File: src/rtl/scan_sequencer.sv
// Channel scanner feeding a 4-to-16 decoder: steps through the channels set in
// chan_mask in ascending circular order. Each channel gets BLANK_CYCLES of
// decoder-enable-low blanking, then max(dwell,1) cycles of enable-high dwell.
module scan_sequencer #(
  parameter int DWELL_W      = 16,
  parameter int BLANK_CYCLES = 2
) (
  input  logic               clk,
  input  logic               rst_n,
  input  logic               start,
  input  logic               stop,
  input  logic               mode_single,
  input  logic [15:0]        chan_mask,
  input  logic [DWELL_W-1:0] dwell,
  output logic [3:0]         sel_out,
  output logic               sel_en,
  output logic               busy,
  output logic               chan_strobe,
  output logic               pass_done
);

  localparam logic [1:0] S_IDLE  = 2'd0;
  localparam logic [1:0] S_BLANK = 2'd1;
  localparam logic [1:0] S_DWELL = 2'd2;

  // Blank counter counts down from BLANK_CYCLES-1; kept at least 1 bit wide
  // so a zero-blank build still elaborates (the counter is then never loaded).
  localparam int BCW = (BLANK_CYCLES > 1) ? $clog2(BLANK_CYCLES) : 1;
  localparam logic [BCW-1:0] BLANK_LOAD =
    BCW'((BLANK_CYCLES > 0) ? BLANK_CYCLES - 1 : 0);

  logic [1:0]         state, state_nx;
  logic [BCW-1:0]     blank_cnt, blank_nx;
  logic [DWELL_W-1:0] dwell_cnt, dwell_nx;
  logic               single_r, single_nx;
  logic [3:0]         sel_nx;
  logic               en_nx, busy_nx, stb_nx, pd_nx;

  logic [3:0]         low_idx;
  logic [3:0]         nxt_idx;
  logic               wrap;
  logic [DWELL_W-1:0] dwell_load;
  logic               start_ok;
  logic               enter;
  logic               go_idle;

  // Lowest set bit of the mask: first channel of a pass started from IDLE.
  // Scanning downward lets the smallest index overwrite larger ones.
  always_comb begin
    low_idx = 4'd0;
    for (int k = 15; k >= 0; k--) begin
      if (chan_mask[k]) low_idx = 4'(k);
    end
  end

  // First set bit strictly after sel_out, circular. Offsets are scanned from
  // largest to smallest so the nearest one wins; if only the current channel
  // is set, the default (sel_out itself) is the answer, which counts as a wrap.
  always_comb begin
    nxt_idx = sel_out;
    for (int k = 15; k >= 1; k--) begin
      if (chan_mask[sel_out + 4'(k)]) nxt_idx = sel_out + 4'(k);
    end
  end

  assign wrap       = (nxt_idx <= sel_out);
  // Counter holds remaining dwell cycles minus one, so dwell=0 behaves as 1.
  assign dwell_load = (dwell == '0) ? '0 : dwell - DWELL_W'(1);
  assign start_ok   = start && !stop && (chan_mask != 16'h0000);

  // Next-state and next-output logic; all outputs are registered below.
  always_comb begin
    state_nx  = state;
    sel_nx    = sel_out;
    en_nx     = sel_en;
    busy_nx   = busy;
    stb_nx    = 1'b0;
    pd_nx     = 1'b0;
    blank_nx  = blank_cnt;
    dwell_nx  = dwell_cnt;
    single_nx = single_r;
    enter     = 1'b0;
    go_idle   = 1'b0;

    case (state)
      S_IDLE: begin
        if (start_ok) begin
          sel_nx    = low_idx;
          single_nx = mode_single;
          enter     = 1'b1;
        end
      end
      S_BLANK: begin
        if (stop) begin
          go_idle = 1'b1;
        end else if (blank_cnt == '0) begin
          state_nx = S_DWELL;
          en_nx    = 1'b1;
          stb_nx   = 1'b1;
          dwell_nx = dwell_load;
        end else begin
          blank_nx = blank_cnt - BCW'(1);
        end
      end
      S_DWELL: begin
        if (stop) begin
          go_idle = 1'b1;
        end else if (dwell_cnt == '0) begin
          // Mask emptied under us: abandon the pass silently.
          if (chan_mask == 16'h0000) begin
            go_idle = 1'b1;
          end else begin
            pd_nx = wrap;
            if (wrap && single_r) begin
              go_idle = 1'b1;
            end else begin
              sel_nx = nxt_idx;
              enter  = 1'b1;
            end
          end
        end else begin
          dwell_nx = dwell_cnt - DWELL_W'(1);
        end
      end
      default: go_idle = 1'b1;
    endcase

    if (go_idle) begin
      state_nx = S_IDLE;
      en_nx    = 1'b0;
      busy_nx  = 1'b0;
    end

    // Entering a channel: blank first unless the build has no blanking, in
    // which case dwell starts immediately and sel_en stays high across the
    // channel change.
    if (enter) begin
      busy_nx = 1'b1;
      if (BLANK_CYCLES == 0) begin
        state_nx = S_DWELL;
        en_nx    = 1'b1;
        stb_nx   = 1'b1;
        dwell_nx = dwell_load;
      end else begin
        state_nx = S_BLANK;
        en_nx    = 1'b0;
        blank_nx = BLANK_LOAD;
      end
    end
  end

  // State and output registers; reset clears everything immediately.
  always_ff @(posedge clk or negedge rst_n) begin
    if (!rst_n) begin
      state       <= S_IDLE;
      blank_cnt   <= '0;
      dwell_cnt   <= '0;
      single_r    <= 1'b0;
      sel_out     <= 4'd0;
      sel_en      <= 1'b0;
      busy        <= 1'b0;
      chan_strobe <= 1'b0;
      pass_done   <= 1'b0;
    end else begin
      state       <= state_nx;
      blank_cnt   <= blank_nx;
      dwell_cnt   <= dwell_nx;
      single_r    <= single_nx;
      sel_out     <= sel_nx;
      sel_en      <= en_nx;
      busy        <= busy_nx;
      chan_strobe <= stb_nx;
      pass_done   <= pd_nx;
    end
  end

endmodule

File: config.mk
export PLATFORM = sky130hd
export DESIGN_NAME = scan_sequencer
export DESIGN_NICKNAME = d
export VERILOG_FILES = /design/src/rtl/scan_sequencer.sv
export SDC_FILE = /design/constraint.sdc
export NUM_CORES = 1
export LEC_CHECK = 0
export CORE_AREA = 3 3 124 78
export CTS_BUF_LIST = sky130_fd_sc_hd__clkbuf_2
export DETAILED_ROUTE_END_ITERATION = 10
export DIE_AREA = 0 0 127 81
export DONT_BUFFER_PORTS = 1
export PLACE_DENSITY = 0.76
export SLEW_MARGIN = 25
export SYNTH_ARGS = -nofsm -noshare
export SYNTH_HDL_FRONTEND = slang
export SYNTH_SLANG_ARGS = --single-unit
File: constraint.sdc
create_clock -name clk -period 7.4 [get_ports clk]
set_input_delay 0.37 -clock clk [delete_from_list [all_inputs] [get_ports clk]]
set_output_delay 0.37 -clock clk [all_outputs]
set_load 0.005 [all_outputs]
Yosys cells after proc, flatten, opt, wreduce, memory -nomap -nowiden
Index checks and enable logic that the tools add are counted.

word-level totals
  register bits = 28
  bits of input ports = 37
  logic and storage cells = 183

operators by class
  magnitude comparators = 16
  add/sub/neg operators = 18
  reduce and logical (&&, ||, !) cells = 19
  eq/ne operators = 13
  multiplexer cells = 108

operators with widths
  kind                   number
  $mux 4                 36
  $mux 16                5
  $lt 4x5->1 const B     15
  $bmux 1 s4             15
  $logic_not 16->1       3
  $mux 1                 43
  $add 4x4->4 const B    8
  $pmux 16 s2            1
  $sub 16x1->16 const B  2
  $add 4x3->4 const B    4
  $ne 2x2->1 const B     8
  $reduce_bool 16->1     1
  $mux 2                 5
  $add 4x2->4 const B    2
  $pmux 4 s2             1
  $reduce_bool 2->1      4
  $ne 3x1->1 const B     2
  $reduce_and 6->1       1
  $reduce_and 5->1       1
  $add 4x1->4 const B    1
  $le 4x4->1             1
  $reduce_and 2->1       2
  $logic_and 1x1->1      3
  $pmux 1 s3             1
  other kinds (9)        9

Depth between registers and ports, before layout
  depth in word-level cells = 27
  gate-level depth with buffers = 25

Worst setup path after synthesis
OpenSTA, ideal clock, no wires.

  path type = register to register
  start = register sel_out[1]
  end = register sel_out[2]
  buffers on the path = 6
  stages on the path, launching flop included = 24
  arrival = 5.958 ns
  slack = 1.312 ns
  library setup time = 0.129 ns
  data required time = 7.271 ns
  cells stage by stage = dfrtp_1 buf_6 buf_12 clkbuf_1 inv_1 ha_1 buf_6 buf_2 mux4_2 mux2_2 a21oi_1 mux2_2 or4b_1 o22a_1 ha_1 nor2b_1 o21a_1 o21a_1 o21ai_0 a2111oi_0 o21ai_0 clkbuf_1 mux2i_1 o41ai_1

on the way
  cells in the longest elaborated chain, start to end = 23
  elaborated cells between the ends (all ways) = 69
  those cells by class = add/sub (15); order compare (1); eq/ne (1); mux (50); reduce/logical (2)

ends and longest elaborated chain
  item                                                  RTL line  source
  from (decl)                                           15        output logic [3:0] sel_out,
  from (signal assigned)                                169       sel_out <= sel_nx;
  branches (longest 23 deep; another with $add 4x4->4)  -

Parallel ways; which one is timed is not known. The select of a mux whose other input is x is not followed.
A chain may end at the register's enable or synchronous reset.

Worst setup path after layout
  start = register sel_out[0]
  end = register sel_out[0]

Same word-level chain as after synthesis.

==> impl_metrics.env <==
export IMPL_end_kind="register"
export IMPL_status="finished clean"
export IMPL_nFillCells=779
export IMPL_synth_cell_types=64
export IMPL_postCtsSetupBuffers=0
export IMPL_n_antenna_cell=0
export IMPL_cts_made_buffers=3
export IMPL_overflow=0
export IMPL_drc=0
export IMPL_syn_num_nets=553
export IMPL_clock_path_buffers=2
export IMPL_htreeDepth=1
export IMPL_netlist_area_um2=4315
export IMPL_post_drt_wl_per_cell_um=23.13
export IMPL_io_pin_count=45
export IMPL_vias_per_cell=7.123
export IMPL_antenna_left=0
export IMPL_final_nets=531
export IMPL_design_area_um2=4392
export IMPL_dieArea_um2=10290
export IMPL_fmax_mhz=160.2
export IMPL_hold_viol=0
export IMPL_cts_tree="yes"
export IMPL_cp_arrival_ps=6580
export IMPL_rsz0062_at_grt="no"
export IMPL_cts_sinks=27
export IMPL_vias=4217
export IMPL_synth_ff_latch_count=27
export IMPL_cap_violations=0
export IMPL_layout_area_seq_um2=675.6
export IMPL_grt_usage_pct=26.77
export IMPL_synth_edf_count=0
export IMPL_post_route_period_util_pct=84.37
export IMPL_crit_fanout=16
export IMPL_syn_to_final_growth_pct=1.769
export IMPL_die_x_um=127
export IMPL_numPortBuffers=0
export IMPL_worstPathRequired_ps=7730
export IMPL_mostFrequentLayoutCell="nand2_1"
export IMPL_rows=26
export IMPL_yosys_warnings=0
export IMPL_clk_pin_slew_ps=250
export IMPL_drtIter0Drc=550
export IMPL_worstMarginPinSlew_ps=978.1
export IMPL_period_minus_slack_ps=6243
export IMPL_syn_mean_instance_area_um2=8.579
export IMPL_yosysSeqAreaShare_pct=15.66
export IMPL_drt_pass1_iter_count=5
export IMPL_drv_slew=0
export IMPL_synthArstFlopShare_pct=100.0
export IMPL_setup_tns_final_ps=0
export IMPL_stdcell_count=592
export IMPL_dpl_cell_area_um2=4334
export IMPL_hold_path_class="in -> reg"
export IMPL_routed_wl_um=13690
export IMPL_final_cell_mix="nand2_1 (48), nor2_1 (35), o21ai_0 (34), mux4_2 (29)"
export IMPL_cts_root_buf="clkbuf_2"
export IMPL_synth_cells=503
export IMPL_setup_worst_path_class="reg -> reg"
export IMPL_dp_cells=586
export IMPL_slew_headroom_pct=34.33
export IMPL_drive_gt1_share_pct=15.63
export IMPL_synthFlopType="dfrtp_1"
export IMPL_finClkSkew_ps=7.490
export IMPL_place_hpwl_um=10450
export IMPL_setup_viol=0
export IMPL_multi_input_area_um2=3379
export IMPL_grt_max_degree=34
export IMPL_cts_resized_gates=0
export IMPL_initial_utilization_pct=50.63
export IMPL_gp_congestion=1.041
export IMPL_hold_buffers=2
export IMPL_insertion_delay_ps=370
export IMPL_critPathLaunchType="register"
export IMPL_antenna_found_initial=0
export IMPL_grt_pass1_wl_um=21900
export IMPL_fp_dieH_um=81
export IMPL_core_area_um2=8523
export IMPL_grt_pass1_vias=3889
## critical path, cell delays in order, from the launching register on
cell       delay, ps
dfrtp_1          450
inv_2            330
ha_1             600
buf_4            370
mux4_2           620
mux2_2           290
a21oi_1          400
mux2_2           420
or4b_1           570
o22a_1           190
ha_1             290
nor2b_1          140
o21a_1           120
o21a_1           100
o21ai_0          120
a2111oi_0        400
o21ai_0          120
buf_4            200
or4_1            400
nand3_1           80
## flip-flops by register name (all words and copies together) (netlist names)
name / flops
busy: 1
chan_strobe: 1
blank_cnt: 1
state: 1
dwell_cnt: 16
pass_done: 1
sel_en: 1
sel_out: 4
single_r: 1
## logic make-up (layout without fill, tap and decap cells)
logic type | count (synthesis) | count (layout) | share of synthesized area (%)
AND/OR/NAND/NOR | 158 | 158 | 18.01
buffers and inverters | 58 | 35 | 6.292
adder cells (fa/ha/maj) | 13 | 13 | 3.769
flip-flops | 27 | 27 | 15.66
multiplexers | 78 | 78 | 28.68
XOR/XNOR | 28 | 28 | 5.683
AO/OA/AOI/OAI | 141 | 141 | 21.92
## through the flow
| stage | hold slack [ps] | worst slack (ps) | utilization (%) |
|---|---|---|---|
| after floorplan | 74.41 | 1312 | - |
| after global placement | 74.99 | 1274 | 50.85 |
| after detailed placement | 75.02 | 1143 | 50.85 |
| after CTS | 115.9 | 1033 | 51.44 |
| after global routing | 104.6 | 838.9 | 51.53 |
| final | 129.4 | 1157 | 51.53 |
## final cells by class
class | count | area share, %
clock inverters | 1 | 0.1140
repair buffers | 12 | 2.393
inverters | 19 | 1.624
multi-input cells | 418 | 76.95
well taps | 112 | 3.191
clock buffers | 3 | 0.3419
flip-flops and latches | 27 | 15.38
## path summary, 6_finish.rpt
kind | start | end | slack, ps | cells after the start
max reg2reg | sel_out[0] | sel_out[0] | 1160 | 19
min in group asynchronous | rst_n | dwell_cnt[8] | 370 | 2
max in group asynchronous | rst_n | single_r | 6880 | 2
min | mode_single | single_r | 130 | 1
max | sel_out[0] | sel_out[0] | 1160 | 19
min reg2reg | blank_cnt | chan_strobe | 510 | 1
## layer usage
metal	wire length (um)	track usage [%]
met1	5879	40.83
met2	5384	36.29
met3	2311	10.05
met4	116	3.640
met5	0	0
## cells in the mapped netlist (17+ instances only)
cell / instances / area (um^2)
a21oi_1: 28 / 140.1
clkbuf_1: 27 / 101.4
xnor2_1: 19 / 166.4
nor2_1: 35 / 131.4
mux4_2: 29 / 653.1
dfrtp_1: 27 / 675.7
o21ai_0: 34 / 170.2
mux2_2: 20 / 225.2
nand2_1: 48 / 180.2
mux2i_1: 24 / 240.2
nor3_1: 18 / 90.09
inv_1: 17 / 63.81
Power is left out: the tool's default activity adds up to more than one toggle a clock period on the data nets, which glitch-free logic cannot reach.
